==> config.mk <==
export PLATFORM = sky130hd
export DESIGN_NAME = bcd_conv_arbiter
export DESIGN_NICKNAME = d
export VERILOG_FILES = /design/src/rtl/bcd_conv_pkg.sv /design/src/rtl/rr_arbiter.sv /design/src/rtl/bcd_conv_arbiter.sv
export SDC_FILE = /design/constraint.sdc
export NUM_CORES = 1
export LEC_CHECK = 0
export CORE_ASPECT_RATIO = 0.9
export CORE_MARGIN = 2
export CORE_UTILIZATION = 42
export CTS_CLUSTER_SIZE = 30
export DETAILED_ROUTE_END_ITERATION = 7
export GPL_TIMING_DRIVEN = 0
export PLACE_DENSITY = 0.92
export SLEW_MARGIN = 10
export SYNTH_ARGS = -nofsm -noshare
export SYNTH_HDL_FRONTEND = slang
export SYNTH_HIERARCHICAL = 1
export SYNTH_SLANG_ARGS = --single-unit
==> constraint.sdc <==
create_clock -name clk -period 9.15 [get_ports clk]
set_input_delay 0.915 -clock clk [delete_from_list [all_inputs] [get_ports clk]]
set_output_delay 0.915 -clock clk [all_outputs]
set_load 0.005 [all_outputs]
==> src/rtl/bcd_conv_pkg.sv <==
// ============================================================================
// Module   : bcd_conv_pkg
// Brief    : Shared types for the BCD converter arbiter (FSM states, digit).
// Revision : 1.0 - initial release
// ============================================================================
`default_nettype none

package bcd_conv_pkg;

  // Job sequencing states of the arbiter
  typedef enum logic [1:0] {
    IDLE = 2'd0,
    LOAD = 2'd1,
    WAIT = 2'd2,
    DONE = 2'd3
  } state_t;

  // One packed BCD digit
  typedef logic [3:0] digit_t;

endpackage

`default_nettype wire

==> src/rtl/rr_arbiter.sv <==
// ============================================================================
// Module   : rr_arbiter
// Brief    : Combinational round-robin picker. Searches req starting one
//            above ptr (wrapping) and returns a one-hot grant.
// Revision : 1.0 - initial release
// ============================================================================
`default_nettype none

module rr_arbiter #(
  parameter int NUM_REQ = 4
) (
  input  logic [NUM_REQ-1:0]         req,
  input  logic [$clog2(NUM_REQ)-1:0] ptr,
  output logic [NUM_REQ-1:0]         grant,
  output logic                       any_req
);

  localparam int PTR_W = $clog2(NUM_REQ);

  logic w_found;

  // First set request after ptr, wrapping, wins the grant
  always_comb begin
    grant   = '0;
    w_found = 1'b0;
    for (int i = 1; i <= NUM_REQ; i++) begin
      if (!w_found && req[PTR_W'((int'(ptr) + i) % NUM_REQ)]) begin
        grant[PTR_W'((int'(ptr) + i) % NUM_REQ)] = 1'b1;
        w_found = 1'b1;
      end
    end
  end

  assign any_req = |req;

endmodule

`default_nettype wire

==> src/rtl/bcd_conv_arbiter.sv <==
// ============================================================================
// Module   : bcd_conv_arbiter
// Brief    : Shares one binary->BCD converter between NUM_REQ requesters.
//            Round-robin grant, drives the converter load pulse, waits for a
//            rising enaOut (or times out) and routes the result back.
// Revision : 1.0 - initial release
// ============================================================================
`default_nettype none

module bcd_conv_arbiter
  import bcd_conv_pkg::*;
#(
  parameter int binaryNumberWidth = 32,
  parameter int numberOfDigits    = 6,
  parameter int NUM_REQ           = 4,
  parameter int LOAD_CYCLES       = 2,
  parameter int TIMEOUT_CYCLES    = 4096
) (
  input  logic                                          clk,
  input  logic                                          rst,
  input  logic [NUM_REQ-1:0]                            reqValid,
  input  logic [NUM_REQ-1:0][binaryNumberWidth-1:0]     reqNumber,
  output logic [NUM_REQ-1:0]                            reqReady,
  output logic [NUM_REQ-1:0]                            rspValid,
  output logic [numberOfDigits-1:0][3:0]                rspDigits,
  output logic                                          rspError,
  output logic [binaryNumberWidth-1:0]                  convBinaryNumber,
  output logic                                          convLoad,
  input  logic [numberOfDigits-1:0][3:0]                convBinaryDecimal,
  input  logic                                          convEnaOut
);

  localparam int PTR_W = $clog2(NUM_REQ);
  localparam int LC_W  = $clog2(LOAD_CYCLES + 1);
  localparam int TO_W  = $clog2(TIMEOUT_CYCLES + 1);

  localparam logic [LC_W-1:0]  c_load_last = LC_W'(LOAD_CYCLES - 1);
  localparam logic [TO_W-1:0]  c_to_last   = TO_W'(TIMEOUT_CYCLES - 1);
  localparam logic [PTR_W-1:0] c_ptr_init  = PTR_W'(NUM_REQ - 1);

  state_t                          r_state;
  logic [PTR_W-1:0]                r_ptr;
  logic [NUM_REQ-1:0]              r_grant;
  logic [LC_W-1:0]                 r_load_cnt;
  logic [TO_W-1:0]                 r_to_cnt;
  logic                            r_ena_prev;
  logic [binaryNumberWidth-1:0]    r_conv_num;
  logic                            r_conv_load;
  logic [NUM_REQ-1:0]              r_rsp_valid;
  digit_t [numberOfDigits-1:0]     r_digits;
  logic                            r_error;

  logic [NUM_REQ-1:0]              w_grant;
  logic                            w_any_req;
  logic [PTR_W-1:0]                w_grant_idx;
  logic                            w_ena_rise;

  rr_arbiter #(
    .NUM_REQ (NUM_REQ)
  ) u_rr_arbiter (
    .req     (reqValid),
    .ptr     (r_ptr),
    .grant   (w_grant),
    .any_req (w_any_req)
  );

  // Encode the one-hot grant into an index for operand select and pointer
  always_comb begin
    w_grant_idx = '0;
    for (int i = 0; i < NUM_REQ; i++) begin
      if (w_grant[i]) w_grant_idx = PTR_W'(i);
    end
  end

  // A level that was already high is stale; only a fresh 0->1 completes a job
  assign w_ena_rise = convEnaOut & ~r_ena_prev;

  // Grants are only offered while idle
  assign reqReady = (r_state == IDLE) ? w_grant : '0;

  // Job sequencer: grant capture, load pulse, completion/timeout, response
  always_ff @(posedge clk) begin
    if (rst) begin
      r_state     <= IDLE;
      r_ptr       <= c_ptr_init;
      r_grant     <= '0;
      r_load_cnt  <= '0;
      r_to_cnt    <= '0;
      r_ena_prev  <= 1'b1;
      r_conv_num  <= '0;
      r_conv_load <= 1'b0;
      r_rsp_valid <= '0;
      r_digits    <= '0;
      r_error     <= 1'b0;
    end else begin
      r_ena_prev  <= convEnaOut;
      r_rsp_valid <= '0;
      case (r_state)
        IDLE: begin
          if (w_any_req) begin
            r_conv_num  <= reqNumber[w_grant_idx];
            r_grant     <= w_grant;
            r_ptr       <= w_grant_idx;
            r_conv_load <= 1'b1;
            r_load_cnt  <= '0;
            r_state     <= LOAD;
          end
        end
        LOAD: begin
          if (r_load_cnt == c_load_last) begin
            r_conv_load <= 1'b0;
            r_to_cnt    <= '0;
            r_state     <= WAIT;
          end else begin
            r_load_cnt <= r_load_cnt + 1'b1;
          end
        end
        WAIT: begin
          if (w_ena_rise) begin
            r_digits    <= convBinaryDecimal;
            r_error     <= 1'b0;
            r_rsp_valid <= r_grant;
            r_state     <= DONE;
          end else if (r_to_cnt == c_to_last) begin
            r_digits    <= '0;
            r_error     <= 1'b1;
            r_rsp_valid <= r_grant;
            r_state     <= DONE;
          end else begin
            r_to_cnt <= r_to_cnt + 1'b1;
          end
        end
        DONE: begin
          r_state <= IDLE;
        end
        default: begin
          r_state <= IDLE;
        end
      endcase
    end
  end

  assign rspValid         = r_rsp_valid;
  assign rspDigits        = r_digits;
  assign rspError         = r_error;
  assign convBinaryNumber = r_conv_num;
  assign convLoad         = r_conv_load;

endmodule

`default_nettype wire
* Yosys cells after proc, flatten, opt, wreduce, memory -nomap -nowiden
Index checks and enable logic that the tools add are counted.
** Word-level totals
- Word-level logic and storage cells :: 124
- Output and inout port bits :: 66
- Register bits after elaboration :: 86
** Cells by class
- Eq/ne operators :: 11
- $add $sub $neg :: 6
- Bitwise logic cells :: 6
- Mux-type cells :: 54
- Reductions and logical operators :: 22
- Order comparisons :: 9
** Operators by type and width (count)
- 32-bit binary-select mux with 2-bit select :: 1
- 24-bit 2-to-1 mux :: 2
- 13-bit 2-to-1 mux :: 3
- 32-bit 2-to-1 mux :: 1
- 4-bit 2-to-1 mux :: 7
- 13-bit case mux with 2 select lines :: 1
- 1-bit 2-to-1 mux :: 20
- 2-bit by 4-bit less-than comparator with 1-bit output (second input constant) :: 4
- 2-bit 2-to-1 mux :: 8
- 13-bit by 1-bit adder with 13-bit output (second input constant) :: 1
- 13-bit by 12-bit equality test with 1-bit output (second input constant) :: 1
- 4-bit bitwise OR :: 3
- 3-bit AND reduction :: 3
- 1-bit binary-select mux with 2-bit select :: 4
- 1-bit demux with 2-bit select :: 4
- 2-bit by 1-bit >= comparator with 1-bit output (second input constant) :: 4
- 2-bit != test (second input constant) :: 4
- 2-bit case mux with 4 select lines :: 1
- 1-bit logical AND :: 7
- 2-bit by 1-bit adder with 2-bit output (second input constant) :: 3
- 2-bit nonzero test :: 3
- 2-bit adder (second input constant) :: 2
- 2-bit by 1-bit equality test with 1-bit output (second input constant) :: 2
- 2-bit equality test (second input constant) :: 2
- other kinds (13) :: 17

* Longest topological paths before layout
- Word-level depth :: 19
- Depth in mapped cells :: 13
- Depth with buffers taken out :: 10

* By module
The synthesis kept the hierarchy.
** Modules (own cells, without submodules)
- bcd_conv_arbiter :: cells each 489, sequential area each 1721.7 sq um, area each 4339.2 sq um, instances 1
- rr_arbiter :: cells each 40, sequential area each 0.0 sq um, area each 401.6 sq um, instances 1

* Worst setup path after synthesis
No wires, ideal clock.
- Kind :: flip-flop to output port
- Start point :: register r_ptr[0]
- End point :: output reqReady[3]
- Buffers on the path :: 3
- Path slack :: 5.217 ns
- Arrival time :: 3.018 ns
- Stages on the path, launching flop included :: 11
- Cells stage by stage :: dfxtp_1 buf_6 inv_1 ha_1 mux4_1 nor4b_4 nand3_1 nand3_1 clkbuf_1 buf_1 and2_1
** Between the ends
- Word-level cells in the longest chain between the ends :: 15
** RTL lines
- from (decl) :: RTL line bcd_conv_arbiter.sv:42 : logic [PTR_W-1:0] r_ptr;
- from (signal assigned) :: RTL line bcd_conv_arbiter.sv:85 : r_ptr <= c_ptr_init;
- from (signal assigned) :: RTL line bcd_conv_arbiter.sv:103 : r_ptr <= w_grant_idx;
- branches (longest 13 deep; another with 2-bit by 4-bit less-than comparator with 1-bit output)
- 4-bit 2-to-1 mux * :: RTL line rr_arbiter.sv:27 : if (!w_found && req[PTR_W'((int'(ptr) + i) % NUM_REQ)]) begin
- named net w_grant[3] :: RTL line bcd_conv_arbiter.sv:53 : logic [NUM_REQ-1:0] w_grant;
- 4-bit 2-to-1 mux * :: RTL line bcd_conv_arbiter.sv:79 : assign reqReady = (r_state == IDLE) ? w_grant : '0;
- to (decl) :: RTL line bcd_conv_arbiter.sv:23 : output logic [NUM_REQ-1:0] reqReady,
Mark *: on every way through the listed nets, which the timed path passes. The select of a mux whose other input is x is not followed.

* Worst setup path in the final report
- Start point :: register r_ptr[1]
- End point :: output reqReady[3]
The elaborated chain is that of the path after synthesis.

==> run metrics <==
outcome=finished clean; Cell Rows=36; post-route ant nets=0; clk_skew=0.0120 ns; ys async rst share=0%; initial drt markers=364; Max stage delay on crit path=0.64 ns; Final Worst Setup Slack=3.76 ns; Tmin final=5.39 ns; Synthesized Nets=702; Max VDD drop=154 µV; sequential share of the synthesized area=36.3%; vias in the first global route=5,023; proportion of layout cells with a drive suffix above 1=5.21%; drt first pass iters=5; Crit path arrival time=4.48 ns; Layout Utilization=68.5%; fin crit share=59.0%; Setup crit end kind=output pin; RSZ-0062 raised after global routing=no; Total Power=2.03 mW; pin count of the biggest net entering global routing=15; largest cells by area after synthesis=dfxtp_1 36%, mux2i_1 14%, o21ai_0 7.5%; Post-CTS Resized=0; Port Buffers=223; Longest Clk Path Bufs=2; RePlAce Congestion=0.886; pwr dens=272 nW/µm²; Post-DP HPWL=13,000 µm; synth-to-layout area growth=57.5%; number of max-cap violations=0; reg2reg start=r_ptr[1]$_SDFFE_PP1P_; post-CTS setup buffers=0; grt ovf=0; Fmax=0.185 GHz; critical path required time=8.24 ns; Root Buffer=clkbuf_16; cell taking the most area after synthesis=dfxtp_1; Setup TNS=0 ns; Yosys cell types=61; I/O pin total=225; Vias/cell=5.62; overall routing resource usage=26.5%; Total Die Area=12,200 µm²; endpoints failing setup=0; hold-critical path endpoint=rspValid[1]$_SDFF_PP0_; first-pass GRT wire length=25,800 µm; Vias=5,172; actual slew at the worst max-slew pin=0.732 ns; Crit-path slowest cell=mux4_1; # H-tree levels=3; Startpoint Class=register; die extent in x=116 µm; R2R depth=10; Avg Synthesized Cell Area=8.96 µm²; hold path cells=1; Post-DP Area=7160 µm²; worst skew pair latency=0.33 ns; Post-synth EDFFs=0; Setup CP Type=reg -> out; initial antenna violation count=1; Nets=936; CTS tree=built; CP most frequent cell=nand3_1; Final Cell Area=7470 µm²; Critical R2R Capture=convBinaryNumber[18]$_SDFFE_PP0P_; Final Max Slew Viols=0; share of the synthesized area in the top cell type=36.3%; Pleak=2.67 nW; min-delay src=r_grant[1]$_SDFFE_PP0P_; pre-CTS setup slack=3.82 ns; die span in y=105 µm; worst-path cell chain=inv_1, ha_1, mux4_1, nor4b_4, nand3_1, nand3_1, clkbuf_1, buf_1, and2_1, clkdlybuf4s50_1; cells after synthesis=529; Slew headroom=51.2%; Hold Crit Class=reg -> reg; Synth Flop Type=dfxtp_1; synthesized flop and latch total=86; Sink Count=86; core area=10,900 µm²; Hold Vio Cnt, Final=0; Reg2Reg Setup Slack=5.10 ns; total CTS buffers=9; Initial Util=43.5%; drt drc=0; CP max FO=11; mapped cell area=4740 µm²; Routed WL=16,400 µm; synth warn=6; CTS Hold Bufs=0; CTS clk-pin slew, worst paths=0.06 ns; wire length per cell=17.8 µm
## Yosys cell counts (3+ instances only)
library cell,number
a211oi_1,5
a21oi_1,43
a22o_1,26
a31oi_1,3
and2_1,11
buf_1,4
buf_2,4
buf_6,4
clkbuf_1,29
dfxtp_1,86
ha_1,14
inv_1,8
mux2i_1,64
nand2_1,52
nand2b_1,6
nand3_1,8
nand4_1,4
nor2_1,10
nor2b_1,6
nor3_1,5
o21ai_0,71
o21ai_1,4
o311ai_1,6
o31ai_1,3
or4_1,6
## layout by cell type (no fill, tap or decap), types with 3 or more instances in the layout
cell / netlist / final
mux2i_1: 64 / 64
o21ai_0: 71 / 71
inv_1: 8 / 8
o21ai_1: 4 / 4
o311ai_1: 6 / 6
and2_1: 11 / 11
nand2b_1: 6 / 6
nand3_1: 8 / 8
clkdlybuf4s50_1: 0 / 223
nor3_1: 5 / 5
buf_1: 4 / 4
nor2_1: 10 / 10
a211oi_1: 5 / 5
o31ai_1: 3 / 3
nor2b_1: 6 / 6
dfxtp_1: 86 / 86
clkbuf_16: 0 / 9
buf_2: 4 / 4
nand4_1: 4 / 4
nand2_1: 52 / 52
clkbuf_1: 29 / 30
ha_1: 14 / 14
a21oi_1: 43 / 43
a31oi_1: 3 / 3
or4_1: 6 / 6
buf_6: 4 / 4
a22o_1: 26 / 26
## through the flow
| stage | hold slack [ns] | cells |
|---|---|---|
| 2_1_floorplan | 0.430 | 529 |
| 6_report | 0.455 | 921 |
| 3_5_place_dp | 0.444 | 904 |
| 3_3_place_gp | 0.438 | 904 |
| 4_1_cts | 0.459 | 920 |
| 5_1_grt | 0.475 | 920 |
## power breakdown
part           switching (mW)  total (mW)  internal [mW]
Combinational           0.586        1.13          0.540
Sequential             0.0624       0.534          0.471
Clock                   0.151       0.370          0.219
## final cells by class
cell class | instances | area (µm²)
plain buffers | 42 | 196
clock buffers | 11 | 243
flip-flops and latches | 86 | 1720
clock inverters | 5 | 58.8
repair buffers | 223 | 2230
fillers | 871 | 3430
multi-input cells | 392 | 2790
well taps | 152 | 190
inverters | 9 | 33.8
diodes | 1 | 2.50
## worst max-delay path by stage
| stage | from | to | slack, ns |
|---|---|---|---|
| 3_5_place_dp | reqValid[2] | reqReady[3] | 3.82 |
| 4_1_cts | r_ptr[1]$_SDFFE_PP1P_ | reqReady[3] | 3.77 |
| 5_1_grt | r_ptr[1]$_SDFFE_PP1P_ | reqReady[3] | 3.49 |
| 3_3_place_gp | reqValid[1] | reqReady[3] | 3.93 |
| 2_1_floorplan | r_ptr[0]$_SDFFE_PP1P_ | reqReady[3] | 5.22 |
| 6_report | r_ptr[1]$_SDFFE_PP1P_ | reqReady[3] | 3.76 |
## state kept, by name, summed over array words and instances, names as in the netlist
signal / count
r_grant: 4
rspDigits: 24
r_load_cnt: 2
r_to_cnt: 13
r_ena_prev: 1
r_state: 2
convBinaryNumber: 32
convLoad: 1
r_ptr: 2
rspValid: 4
rspError: 1
## per-layer routing
layer,GRT usage (%),vias to the layer above,routed length [µm]
li1,-,2434,-
met1,32.0,2437,6330
met2,47.2,273,8440
met3,6.32,28,1350
met4,6.38,0,262
met5,0,-,0
## cells by family after synthesis
kind of cell | count (synthesis) | share of synthesized area [%]
buffers and inverters | 51 | 4.86
AO/OA/AOI/OAI | 185 | 25.3
adder cells (fa/ha/maj) | 14 | 3.69
flip-flops | 86 | 36.3
multiplexers | 69 | 15.8
AND/OR/NAND/NOR | 124 | 14.1
## critical path: cells and delay by family, from the launching register on
kind                       cells  cell delay, ns
adders and majority gates      1            0.43
muxes                          1            0.64
and+or+nand+nor                4            0.79
DFF                            1            0.55
buffers and inverters          4            1.73
No activity file was read; power rests on OpenSTA's default activity.
